--- config.mk ---
export PLATFORM = sky130hd
export DESIGN_NAME = ias_mem_ctrl_flat
export DESIGN_NICKNAME = d
export VERILOG_FILES = /design/src/rtl/ias_mem_pkg.sv /design/src/rtl/ias_mem_ctrl_if.sv /design/src/rtl/ias_byte_addr_gen.sv /design/src/rtl/ias_mem_ctrl.sv /design/src/flat_wrapper.sv
export SDC_FILE = /design/constraint.sdc
export NUM_CORES = 1
export LEC_CHECK = 0
export CAP_MARGIN = 30
export CORE_MARGIN = 2
export CORE_UTILIZATION = 55
export DETAILED_ROUTE_END_ITERATION = 12
export MAX_ROUTING_LAYER = met4
export PLACE_DENSITY = 0.83
export SKIP_LAST_GASP = 1
export SYNTH_ARGS = -nofsm -noshare
export SYNTH_HDL_FRONTEND = slang
export SYNTH_SLANG_ARGS = --single-unit
--- constraint.sdc ---
create_clock -name clk -period 7.3 [get_ports clk]
set_clock_uncertainty 0.15 [all_clocks]
set_input_delay 1.46 -clock clk [delete_from_list [all_inputs] [get_ports clk]]
set_output_delay 1.46 -clock clk [all_outputs]
set_load 0.01 [all_outputs]
--- src/rtl/ias_mem_pkg.sv ---
// Purpose: shared word/byte constants, controller state encoding and byte lane helpers.
// Latency: none (definitions only).
// Backpressure: not applicable.
package ias_mem_pkg;

    localparam int WORD_W     = 40;
    localparam int BYTE_W     = 8;
    localparam int WORD_BYTES = 5;

    typedef enum logic [2:0] {
        IDLE,
        WR_SETUP,
        WR_STROBE,
        WR_HOLD,
        WR_VERIFY,
        RD_ADDR,
        RD_CAP,
        DONE
    } ctrl_state_t;

    // Byte k of a word sits at bits [8k+7:8k].
    function automatic logic [BYTE_W-1:0] get_byte(input logic [WORD_W-1:0] w,
                                                   input logic [2:0]        k);
        logic [5:0] sh;
        sh = {k, 3'b000};
        return BYTE_W'(w >> sh);
    endfunction

    function automatic logic [WORD_W-1:0] put_byte(input logic [WORD_W-1:0] w,
                                                   input logic [2:0]        k,
                                                   input logic [BYTE_W-1:0] b);
        logic [5:0] sh;
        sh = {k, 3'b000};
        return (w & ~(WORD_W'(8'hFF) << sh)) | (WORD_W'(b) << sh);
    endfunction

endpackage

--- src/rtl/ias_mem_ctrl_if.sv ---
// Purpose: request/response and byte-array bus bundle for the IAS word memory controller.
// Latency: none (wiring only).
// Backpressure: req_valid/req_ready on requests; responses and array accesses have none.
// Ports: req_* (word request), rsp_* (response pulse + data/error), mem_* (byte array side).
// slave = controller view, master = CPU/array environment view.
interface ias_mem_ctrl_if #(
    parameter int ADDR_W      = 12,
    parameter int BYTE_ADDR_W = 15
);
    import ias_mem_pkg::*;

    logic                   req_valid;
    logic                   req_ready;
    logic                   req_we;
    logic [ADDR_W-1:0]      req_addr;
    logic [WORD_W-1:0]      req_wdata;
    logic                   rsp_valid;
    logic [WORD_W-1:0]      rsp_rdata;
    logic                   rsp_err;
    logic [BYTE_ADDR_W-1:0] mem_addr;
    logic [BYTE_W-1:0]      mem_wdata;
    logic                   mem_set;
    logic [BYTE_W-1:0]      mem_rdata;

    modport slave (
        input  req_valid, req_we, req_addr, req_wdata, mem_rdata,
        output req_ready, rsp_valid, rsp_rdata, rsp_err, mem_addr, mem_wdata, mem_set
    );

    modport master (
        output req_valid, req_we, req_addr, req_wdata, mem_rdata,
        input  req_ready, rsp_valid, rsp_rdata, rsp_err, mem_addr, mem_wdata, mem_set
    );

endinterface

--- src/rtl/ias_byte_addr_gen.sv ---
// Purpose: byte address of byte k of a word: 5*addr + k, widened before the arithmetic.
// Latency: combinational.
// Backpressure: none.
// Ports: addr (word address), k (byte index 0..4), byte_addr (array byte address).
module ias_byte_addr_gen #(
    parameter int ADDR_W      = 12,
    parameter int BYTE_ADDR_W = 15
) (
    input  logic [ADDR_W-1:0]      addr,
    input  logic [2:0]             k,
    output logic [BYTE_ADDR_W-1:0] byte_addr
);

    logic [BYTE_ADDR_W-1:0] addr_ext;

    // Widen first so 4*addr does not lose its top bits at ADDR_W.
    assign addr_ext  = BYTE_ADDR_W'(addr);
    assign byte_addr = (addr_ext << 2) + addr_ext + BYTE_ADDR_W'(k);

endmodule

--- src/rtl/ias_mem_ctrl.sv ---
// Purpose: serialise 40-bit word read/write requests into five byte accesses on a latch array.
// Latency: write 16 cycles (21 with IAS_MEMCTRL_READBACK_EN), read 11, out-of-range 1, accept to rsp_valid.
// Backpressure: req_ready only in IDLE, one request in flight; rsp_valid cannot be stalled.
// Ports: clk, rst (sync, active-high), bus (ias_mem_ctrl_if.slave: req_*, rsp_*, mem_*).
// Option: IAS_MEMCTRL_READBACK_EN adds a WR_VERIFY phase per byte; mismatches set rsp_err.
module ias_mem_ctrl
    import ias_mem_pkg::*;
#(
    parameter int ADDR_W      = 12,
    parameter int MEM_WORDS   = 1000,
    parameter int BYTE_ADDR_W = 15
) (
    input  logic           clk,
    input  logic           rst,
    ias_mem_ctrl_if.slave  bus
);

    localparam logic [2:0] LAST_BYTE = 3'(WORD_BYTES - 1);

    ctrl_state_t            state_q;
    ctrl_state_t            state_d;
    logic                   we_q;
    logic [ADDR_W-1:0]      addr_q;
    logic [WORD_W-1:0]      wdata_q;
    logic [WORD_W-1:0]      asm_q;
    logic [WORD_W-1:0]      rdata_q;
    logic [2:0]             cnt_q;
    logic                   err_q;
    logic [BYTE_ADDR_W-1:0] byte_addr;
    logic [BYTE_W-1:0]      wr_byte;
    logic                   accept;
    logic                   addr_oor;
    logic                   last_byte;

    assign accept    = bus.req_valid && (state_q == IDLE);
    assign addr_oor  = (32'(bus.req_addr) >= MEM_WORDS);
    assign last_byte = (cnt_q == LAST_BYTE);
    assign wr_byte   = get_byte(wdata_q, cnt_q);

    ias_byte_addr_gen #(
        .ADDR_W      (ADDR_W),
        .BYTE_ADDR_W (BYTE_ADDR_W)
    ) u_addr_gen (
        .addr      (addr_q),
        .k         (cnt_q),
        .byte_addr (byte_addr)
    );

    always_ff @(posedge clk) begin
        if (rst) state_q <= IDLE;
        else     state_q <= state_d;
    end

    always_comb begin
        state_d = state_q;
        case (state_q)
            IDLE: begin
                if (accept) begin
                    if (addr_oor)         state_d = DONE;
                    else if (bus.req_we)  state_d = WR_SETUP;
                    else                  state_d = RD_ADDR;
                end
            end
            WR_SETUP:  state_d = WR_STROBE;
            WR_STROBE: state_d = WR_HOLD;
`ifdef IAS_MEMCTRL_READBACK_EN
            WR_HOLD:   state_d = WR_VERIFY;
            WR_VERIFY: state_d = last_byte ? DONE : WR_SETUP;
`else
            WR_HOLD:   state_d = last_byte ? DONE : WR_SETUP;
`endif
            RD_ADDR:   state_d = RD_CAP;
            RD_CAP:    state_d = last_byte ? DONE : RD_ADDR;
            DONE:      state_d = IDLE;
            default:   state_d = IDLE;
        endcase
    end

    // Request latch, byte counter, read assembly and error accumulation.
    always_ff @(posedge clk) begin
        if (rst) begin
            we_q    <= 1'b0;
            addr_q  <= '0;
            wdata_q <= '0;
            asm_q   <= '0;
            rdata_q <= '0;
            cnt_q   <= '0;
            err_q   <= 1'b0;
        end else begin
            case (state_q)
                IDLE: begin
                    if (accept) begin
                        we_q    <= bus.req_we;
                        addr_q  <= bus.req_addr;
                        wdata_q <= bus.req_wdata;
                        // Cleared so an out-of-range read returns zero.
                        asm_q   <= '0;
                        cnt_q   <= '0;
                        err_q   <= addr_oor;
                    end
                end
`ifdef IAS_MEMCTRL_READBACK_EN
                WR_VERIFY: begin
                    if (bus.mem_rdata != wr_byte) err_q <= 1'b1;
                    if (!last_byte) cnt_q <= cnt_q + 3'd1;
                end
`else
                WR_HOLD: begin
                    if (!last_byte) cnt_q <= cnt_q + 3'd1;
                end
`endif
                RD_CAP: begin
                    asm_q <= put_byte(asm_q, cnt_q, bus.mem_rdata);
                    if (!last_byte) cnt_q <= cnt_q + 3'd1;
                end
                DONE: begin
                    // Writes keep the previous read data on rsp_rdata.
                    if (!we_q) rdata_q <= asm_q;
                end
                default: ;
            endcase
        end
    end

    always_comb begin
        bus.req_ready = 1'b0;
        bus.rsp_valid = 1'b0;
        bus.rsp_rdata = rdata_q;
        bus.rsp_err   = 1'b0;
        bus.mem_addr  = '0;
        bus.mem_wdata = '0;
        bus.mem_set   = 1'b0;
        case (state_q)
            IDLE: bus.req_ready = 1'b1;
            WR_SETUP, WR_HOLD, WR_VERIFY: begin
                bus.mem_addr  = byte_addr;
                bus.mem_wdata = wr_byte;
            end
            WR_STROBE: begin
                bus.mem_addr  = byte_addr;
                bus.mem_wdata = wr_byte;
                // Gated by rst so an abort during the strobe cycle cannot set a cell.
                bus.mem_set   = !rst;
            end
            RD_ADDR, RD_CAP: bus.mem_addr = byte_addr;
            DONE: begin
                bus.rsp_valid = 1'b1;
                bus.rsp_err   = err_q;
                if (!we_q) bus.rsp_rdata = asm_q;
            end
            default: ;
        endcase
    end

endmodule

--- src/flat_wrapper.sv ---
// flat-port wrapper written by rule: the top's interface ports become plain ports
module ias_mem_ctrl_flat import ias_mem_pkg::*;
#(
    parameter int ADDR_W      = 12,
    parameter int MEM_WORDS   = 1000,
    parameter int BYTE_ADDR_W = 15
)
  (clk, rst, bus_req_valid, bus_req_we, bus_req_addr, bus_req_wdata, bus_mem_rdata, bus_req_ready, bus_rsp_valid, bus_rsp_rdata, bus_rsp_err, bus_mem_addr, bus_mem_wdata, bus_mem_set);
  ias_mem_ctrl_if #(.ADDR_W(ADDR_W), .BYTE_ADDR_W(BYTE_ADDR_W)) bus_i ();
  input  logic clk;
  input  logic rst;
  input wire logic [$bits(bus_i.req_valid)-1:0] bus_req_valid;
  input wire logic [$bits(bus_i.req_we)-1:0] bus_req_we;
  input wire logic [$bits(bus_i.req_addr)-1:0] bus_req_addr;
  input wire logic [$bits(bus_i.req_wdata)-1:0] bus_req_wdata;
  input wire logic [$bits(bus_i.mem_rdata)-1:0] bus_mem_rdata;
  output wire logic [$bits(bus_i.req_ready)-1:0] bus_req_ready;
  output wire logic [$bits(bus_i.rsp_valid)-1:0] bus_rsp_valid;
  output wire logic [$bits(bus_i.rsp_rdata)-1:0] bus_rsp_rdata;
  output wire logic [$bits(bus_i.rsp_err)-1:0] bus_rsp_err;
  output wire logic [$bits(bus_i.mem_addr)-1:0] bus_mem_addr;
  output wire logic [$bits(bus_i.mem_wdata)-1:0] bus_mem_wdata;
  output wire logic [$bits(bus_i.mem_set)-1:0] bus_mem_set;
  assign bus_i.req_valid = bus_req_valid;
  assign bus_i.req_we = bus_req_we;
  assign bus_i.req_addr = bus_req_addr;
  assign bus_i.req_wdata = bus_req_wdata;
  assign bus_i.mem_rdata = bus_mem_rdata;
  assign bus_req_ready = bus_i.req_ready;
  assign bus_rsp_valid = bus_i.rsp_valid;
  assign bus_rsp_rdata = bus_i.rsp_rdata;
  assign bus_rsp_err = bus_i.rsp_err;
  assign bus_mem_addr = bus_i.mem_addr;
  assign bus_mem_wdata = bus_i.mem_wdata;
  assign bus_mem_set = bus_i.mem_set;
  ias_mem_ctrl #(.ADDR_W(ADDR_W), .MEM_WORDS(MEM_WORDS), .BYTE_ADDR_W(BYTE_ADDR_W)) u_core (.clk(clk), .rst(rst), .bus(bus_i));
endmodule
==> results.sh, run 1 <==
export IMPL_rsz0062_at_grt="no"
export IMPL_cts_sinks=140
export IMPL_critical_path_max_fanout=15
export IMPL_drt_iter0_drc=374
export IMPL_synthCells=693
export IMPL_switching_share_pct=33.7
export IMPL_post_drt_wl_per_cell_um=16.9
export IMPL_synth_mux_area_share_pct=10.3
export IMPL_period_share_pct=77.2
export IMPL_ant_nets=0
export IMPL_synth_edff_count=0
export IMPL_dp_slack_ps=2150
export IMPL_post_cts_resize_count=0
export IMPL_grt_max_degree=110
export IMPL_finalHoldViolCount=0
export IMPL_grt_pass1_vias=5475
export IMPL_postCtsSetupBuffers=0
export IMPL_hold_depth=2
export IMPL_synth_distinct_cells=47
export IMPL_gp_congestion=0.840
export IMPL_seq_area_um2=2800
export IMPL_required_ps=5690
export IMPL_finalSetupTns_ps=0
export IMPL_status="finished clean"
export IMPL_internal_power_mw=1.64
export IMPL_async_flop_share_pct=0
export IMPL_min_period_ps=5630
export IMPL_die_y_um=111
export IMPL_p_leak_nw=3.29
export IMPL_cts_buffers=17
export IMPL_fin_area_um2=8250
export IMPL_power_mw=2.48
export IMPL_cts_htree_levels=4
export IMPL_clk_latency_ps=410
export IMPL_grtUsageMet1_pct=32.4
export IMPL_worst_slack_ps=1670
export IMPL_synth_top_cells_by_area="dfxtp_1 (44%), nand2_1 (7.0%), mux2_2 (5.9%)"
export IMPL_antenna_found_initial=0
export IMPL_pwr_share_seq_pct=37.2
export IMPL_synth_fa_ha_area_share_pct=6.34
export IMPL_start_kind="register"
export IMPL_drive_above_1_share_pct=11.0
export IMPL_dieArea_um2=12400
export IMPL_worst_pin_slew_ps=958
export IMPL_syn_area_um2=6320
export IMPL_pwr_share_comb_pct=28.5
export IMPL_max_slew_margin_pct=36.1
export IMPL_cts_hold_buffers_added=0
export IMPL_yosys_warnings=0
export IMPL_cap_violations=0
export IMPL_synth_top_family_by_area="simple AND/OR/NAND/NOR gates"
export IMPL_synthXorXnorAreaFrac_pct=1.66
export IMPL_ys_seq_area_share_pct=44.4
export IMPL_grtUsageMet2_pct=44.9
export IMPL_diodes=0
export IMPL_report_final_slew_viol_count=0
export IMPL_setup_viol=0
export IMPL_grt_first_pass_wirelength_um=26400
export IMPL_gr_usage_met3_pct=6.12
export IMPL_cts_root_buf="clkbuf_16"
export IMPL_clock_path_buffers=2
export IMPL_track_usage_pct=26.8
export IMPL_synthSimpleGateAreaFrac_pct=18.8
export IMPL_grt_overflow_total=0
export IMPL_vdd_drop_max_mv=0.194
export IMPL_multiInputGateArea_um2=3260
export IMPL_hold_class="register to register"
export IMPL_reg2reg_depth=5
export IMPL_area_delta_synth_final_pct=30.5
export IMPL_drc=0
export IMPL_power_density_nw_per_um2=300
export IMPL_crit_type="register to primary output"
export IMPL_top_usage_layer="met2"
export IMPL_placed_cell_area_um2=7610
export IMPL_share_clk_of_total_power_pct=34.3
export IMPL_portBuffers=130
export IMPL_initial_core_util_pct=55.8
export IMPL_cts_tree="done"
export IMPL_nets=896
export IMPL_coreArea_um2=11300
export IMPL_die_w_um=111
export IMPL_avgSynthCellArea_um2=9.12
export IMPL_path_clk_slew_ps=60
export IMPL_synth_ff_type="dfxtp_1"
export IMPL_num_vias=5473
export IMPL_pin_count=131
export IMPL_dp_hpwl_um=11000
export IMPL_yosysTopAreaCellShare_pct=44.4
export IMPL_routed_wl_um=16200
export IMPL_via_per_inst=5.71
export IMPL_p_sw_uw=835
export IMPL_fillers=797
export IMPL_firstDrtPassIters=7
export IMPL_crit_path_end_kind="primary output"
export IMPL_synth_seq_cells=140
export IMPL_yosysTopAreaCell="dfxtp_1"
export IMPL_syn_nets=787
export IMPL_arrival_ps=4020
export IMPL_synth_compound_area_share_pct=14.3
export IMPL_max_freq_ghz=0.177
export IMPL_rows=39
==> worst max-delay path, stage by stage, from the launching register on <==
cell	delay, ps
dfxtp_1	810
ha_1	360
ha_1	230
fa_1	410
a21o_1	230
a221oi_2	390
nor3_2	120
a311oi_2	310
xor2_1	110
nor2_1	100
clkdlybuf4s50_1	540
==> power groups by stage <==
stage               Sequential (mW)  Combinational (mW)  Clock, mW
floorplan                     0.889               0.491          0
global placement              0.925               0.650          0
detailed placement            0.932               0.687          0
CTS                           0.918               0.699      0.856
global route                  0.931               0.776      0.891
finish                        0.920               0.705      0.850
==> stage by stage <==
stage                     std cells  hold slack, ps  utilization [%]
after CTS                       956             300             72.4
after detailed placement        924             291             67.2
after global placement          923             288             67.1
after floorplan                 693             281                -
final                           958             308             72.8
after global routing            958             334             72.8
==> path summary, 6_finish.rpt <==
check / from / to / slack (ps)
worst min register to register: u_core.wdata_q[31] / u_core.wdata_q[31] / 310
worst max register to register: u_core.state_q[0] / u_core.asm_q[14] / 4560
worst min-delay path: u_core.wdata_q[31] / u_core.wdata_q[31] / 310
worst max-delay path: u_core.cnt_q[1] / bus_mem_addr[13] / 1670
==> registers in the layout (all words and copies together) (netlist names) <==
register	count
u_core.we_q	1
u_core.cnt_q	3
u_core.wdata_q	40
u_core.rdata_q	40
u_core.err_q	1
u_core.state_q	3
u_core.asm_q	40
u_core.addr_q	12
==> cell type report <==
type / count / area share, %
tap: 143 / 2.17
clock buffer: 18 / 5.20
timing repair buffer: 134 / 16.7
sequential: 140 / 34.0
inverter: 12 / 0.546
multi-input combinational: 497 / 39.5
clock inverter: 14 / 1.93
==> synthesized netlist by cell type (5+ instances only) <==
cell type and n:
o21ai_0 5, dfxtp_1 140, xor2_1 8, buf_2 13, mux2_1 8, mux2_2 33, a21o_1 5, nor2_1 69
nor2b_1 41, and3_1 10, ha_1 28, a21oi_1 67, nand2_1 118, and2_1 5, inv_1 11, clkbuf_1 25
mux4_2 8, a22oi_1 48
==> logic make-up (layout without fill, tap and decap cells) <==
logic type | after synthesis | count (layout)
buf+inv | 56 | 178
simple gates | 262 | 262
fa+ha+maj | 31 | 31
mux | 50 | 50
compound gates | 142 | 142
xor+xnor | 12 | 12
flops | 140 | 140
==> placed cells by master, fill, tap and decap left out, types with 2 or more instances in the layout <==
cell type        netlist  routed
o211a_1                2       2
clkdlybuf4s50_1        0     129
clkinv_2               0       2
a21o_1                 5       5
fa_1                   2       2
nor2b_1               41      41
a21oi_1               67      67
inv_1                 11      11
mux2_1                 8       8
buf_12                 0       2
ha_1                  28      28
nor3_1                 4       4
or2_2                  2       2
mux4_2                 8       8
nand4_1                2       2
xor2_1                 8       8
a31oi_1                3       3
clkinv_4               0       4
mux2_2                33      33
nor3_2                 2       2
nand2_1              118     118
inv_6                  0       4
and3_1                10       9
clkbuf_16              0      17
bufinv_16              0       2
buf_4                  2       2
a22oi_1               48      48
nor2_1                69      69
o21ai_0                5       5
nand3_1                4       3
a21boi_0               3       3
and2_1                 5       5
xnor2_1                4       4
dfxtp_1              140     140
==> per-layer routing <==
metal / vias up / wire length [um]
li1: 2600 / -
met1: 2610 / 6800
met2: 227 / 8140
met3: 36 / 939
met4: 0 / 293
met5: - / 0
Power figures use the tool's default switching activity.
==> run 2: changes to the inputs <==
--- a/config.mk
+++ b/config.mk
@@ -7,10 +7,10 @@
 export LEC_CHECK = 0
 export CAP_MARGIN = 30
 export CORE_MARGIN = 2
-export CORE_UTILIZATION = 55
+export CORE_UTILIZATION = 51
 export DETAILED_ROUTE_END_ITERATION = 12
 export MAX_ROUTING_LAYER = met4
-export PLACE_DENSITY = 0.83
+export PLACE_DENSITY = 0.78
 export SKIP_LAST_GASP = 1
 export SYNTH_ARGS = -nofsm -noshare
 export SYNTH_HDL_FRONTEND = slang
==> constraint.sdc (replaced) <==
create_clock -name clk -period 5.7 [get_ports clk]
set_clock_uncertainty 0.15 [all_clocks]
set_input_delay 1.14 -clock clk [delete_from_list [all_inputs] [get_ports clk]]
set_output_delay 1.14 -clock clk [all_outputs]
set_load 0.01 [all_outputs]
==> run 2 against run 1 <==
Effect of this change: register-to-register slack worse by 1500 ps; die area grew 7.5%; sequential share of layout area is 0.062 points higher; power grew 25%; clock-buffer cell count unchanged; non-clock buffer count is the same; clock power increased by 22%; routed wire length fell by 5.7%; largest cell class unchanged.
==> results.sh, run 2 (synthesized netlist as in run 1, its figures left out) <==
export IMPL_status="finished clean"
export IMPL_mostFrequentLayoutCell="dfxtp_1"
export IMPL_required_ps=4410
export IMPL_firstDrtPassIters=5
export IMPL_drt_iter0_drc=391
export IMPL_timing_rr_end="u_core.asm_q[5]"
export IMPL_die_w_um=115
export IMPL_cp_startpoint="u_core.cnt_q[1]"
export IMPL_cap_violations=0
export IMPL_worst_pin_slew_ps=980
export IMPL_grt_overflow_total=0
export IMPL_multiInputGateArea_um2=3260
export IMPL_max_slew_margin_pct=34.7
export IMPL_reg2reg_from="u_core.state_q[0]"
export IMPL_cts_buffers=17
export IMPL_fillers=908
export IMPL_fin_hold_ws_ps=305
export IMPL_drive_above_1_share_pct=10.9
export IMPL_hold_class="register to register"
export IMPL_final_cells=982
export IMPL_drc=0
export IMPL_crit_path_end_kind="primary output"
export IMPL_routed_wl_um=15300
export IMPL_period_share_pct=92.7
export IMPL_coreArea_um2=12100
export IMPL_dp_slack_ps=895
export IMPL_finalSetupTns_ps=0
export IMPL_max_freq_ghz=0.189
export IMPL_rsz0062_at_grt="no"
export IMPL_critical_path_max_fanout=15
export IMPL_crit_type="register to primary output"
export IMPL_seq_area_um2=2800
export IMPL_hp_start="u_core.wdata_q[16]"
export IMPL_die_y_um=115
export IMPL_finalHoldViolCount=0
export IMPL_min_period_ps=5280
export IMPL_grtUsageMet2_pct=39.3
export IMPL_cts_hold_buffers_added=0
export IMPL_clock_path_buffers=2
export IMPL_antenna_found_initial=0
export IMPL_grt_first_pass_wirelength_um=24900
export IMPL_cp_depth=10
export IMPL_p_leak_nw=3.26
export IMPL_max_stage_delay_ps=800
export IMPL_path_buf_inv=1
export IMPL_initial_core_util_pct=52.4
export IMPL_vdd_drop_max_mv=0.225
export IMPL_largestRegisters="u_core.asm_q: 40 flops, u_core.rdata_q: 40 flops, u_core.wdata_q: 40 flops"
export IMPL_num_vias=5322
export IMPL_placed_cells=950
export IMPL_rrSetupSlack_ps=3040
export IMPL_dieArea_um2=13300
export IMPL_setup_viol=0
export IMPL_cts_htree_levels=4
export IMPL_ant_nets=0
export IMPL_diodes=0
export IMPL_dp_hpwl_um=10900
export IMPL_post_drt_wl_per_cell_um=15.5
export IMPL_hold_depth=2
export IMPL_reg2reg_depth=5
export IMPL_clk_latency_ps=400
export IMPL_cts_sinks=140
export IMPL_crit_family="adder cells"
export IMPL_grtUsageMet1_pct=29.4
export IMPL_rows=40
export IMPL_path_clk_slew_ps=60
export IMPL_slowest_stage="dfxtp_1"
export IMPL_portBuffers=130
export IMPL_top_usage_layer="met2"
export IMPL_power_density_nw_per_um2=376
export IMPL_report_final_slew_viol_count=0
export IMPL_postCtsSetupBuffers=0
export IMPL_gr_usage_met3_pct=4.90
export IMPL_cp_common_cell="ha_1"
export IMPL_gp_congestion=0.843
export IMPL_post_cts_resize_count=0
export IMPL_cts_tree="done"
export IMPL_placed_cell_area_um2=7650
export IMPL_arrival_ps=3990
export IMPL_area_delta_synth_final_pct=30.3
export IMPL_grt_pass1_vias=5208
export IMPL_grt_max_degree=97
export IMPL_via_per_inst=5.42
export IMPL_fin_area_um2=8230
export IMPL_mostFrequentLayoutCells="dfxtp_1 (140), clkdlybuf4s50_1 (129), nand2_1 (118), nor2_1 (69), a21oi_1 (67)"
export IMPL_pin_count=131
export IMPL_cts_root_buf="clkbuf_16"
export IMPL_nets=896
export IMPL_crit_chain="ha_1, ha_1, fa_1, a21o_1, a221oi_2, nor3_2, a311oi_2, xor2_1, nor2_1, clkdlybuf4s50_1"
export IMPL_track_usage_pct=24.3
export IMPL_holdPathEnd="u_core.wdata_q[16]"
export IMPL_start_kind="register"
export IMPL_worst_slack_ps=416
[run 2: area by class of cell]
| type | count | area share [%] |
|---|---|---|
| flip-flops and latches | 140 | 34.0 |
| clock inverters | 13 | 1.61 |
| multi-input cells | 497 | 39.6 |
| clock buffers | 18 | 5.21 |
| well taps | 168 | 2.55 |
| inverters | 12 | 0.547 |
| repair buffers | 134 | 16.4 |
[run 2: routing by layer]
layer / vias up / routed length (um)
met5: - / 0
met3: 33 / 693
li1: 2605 / -
met2: 166 / 7520
met4: 0 / 352
met1: 2518 / 6680
[run 2: per-stage QoR]
| step | total power, mW | utilization (%) |
|---|---|---|
| floorplan | 1.77 | - |
| global placement | 2.03 | 63.3 |
| detailed placement | 2.07 | 63.4 |
| CTS | 3.11 | 68.1 |
| global route | 3.27 | 68.2 |
| finish | 3.10 | 68.2 |
[run 2: how the worst max path moves through the flow]
stage                                   to
after floorplan           bus_mem_addr[13]
after global placement    bus_mem_addr[13]
after detailed placement  bus_mem_addr[13]
after CTS                 bus_mem_addr[13]
after global routing      bus_mem_addr[13]
final                     bus_mem_addr[13]
[run 2: report_power, final]
part           switching (mW)  internal, mW  total (mW)  leakage [nW]
clock                   0.429         0.608        1.04         0.262
combinational           0.521         0.373       0.894          1.86
sequential             0.0920          1.08        1.17          1.14
total                    1.04          2.06        3.10          3.26
[run 2: worst register-to-register path, stage by stage (launching register included)]
cell and delay [ps]:
dfxtp_1 700, nor2_1 150, and3_2 580, a21oi_1 710, a22oi_1 160, nor2_1 130
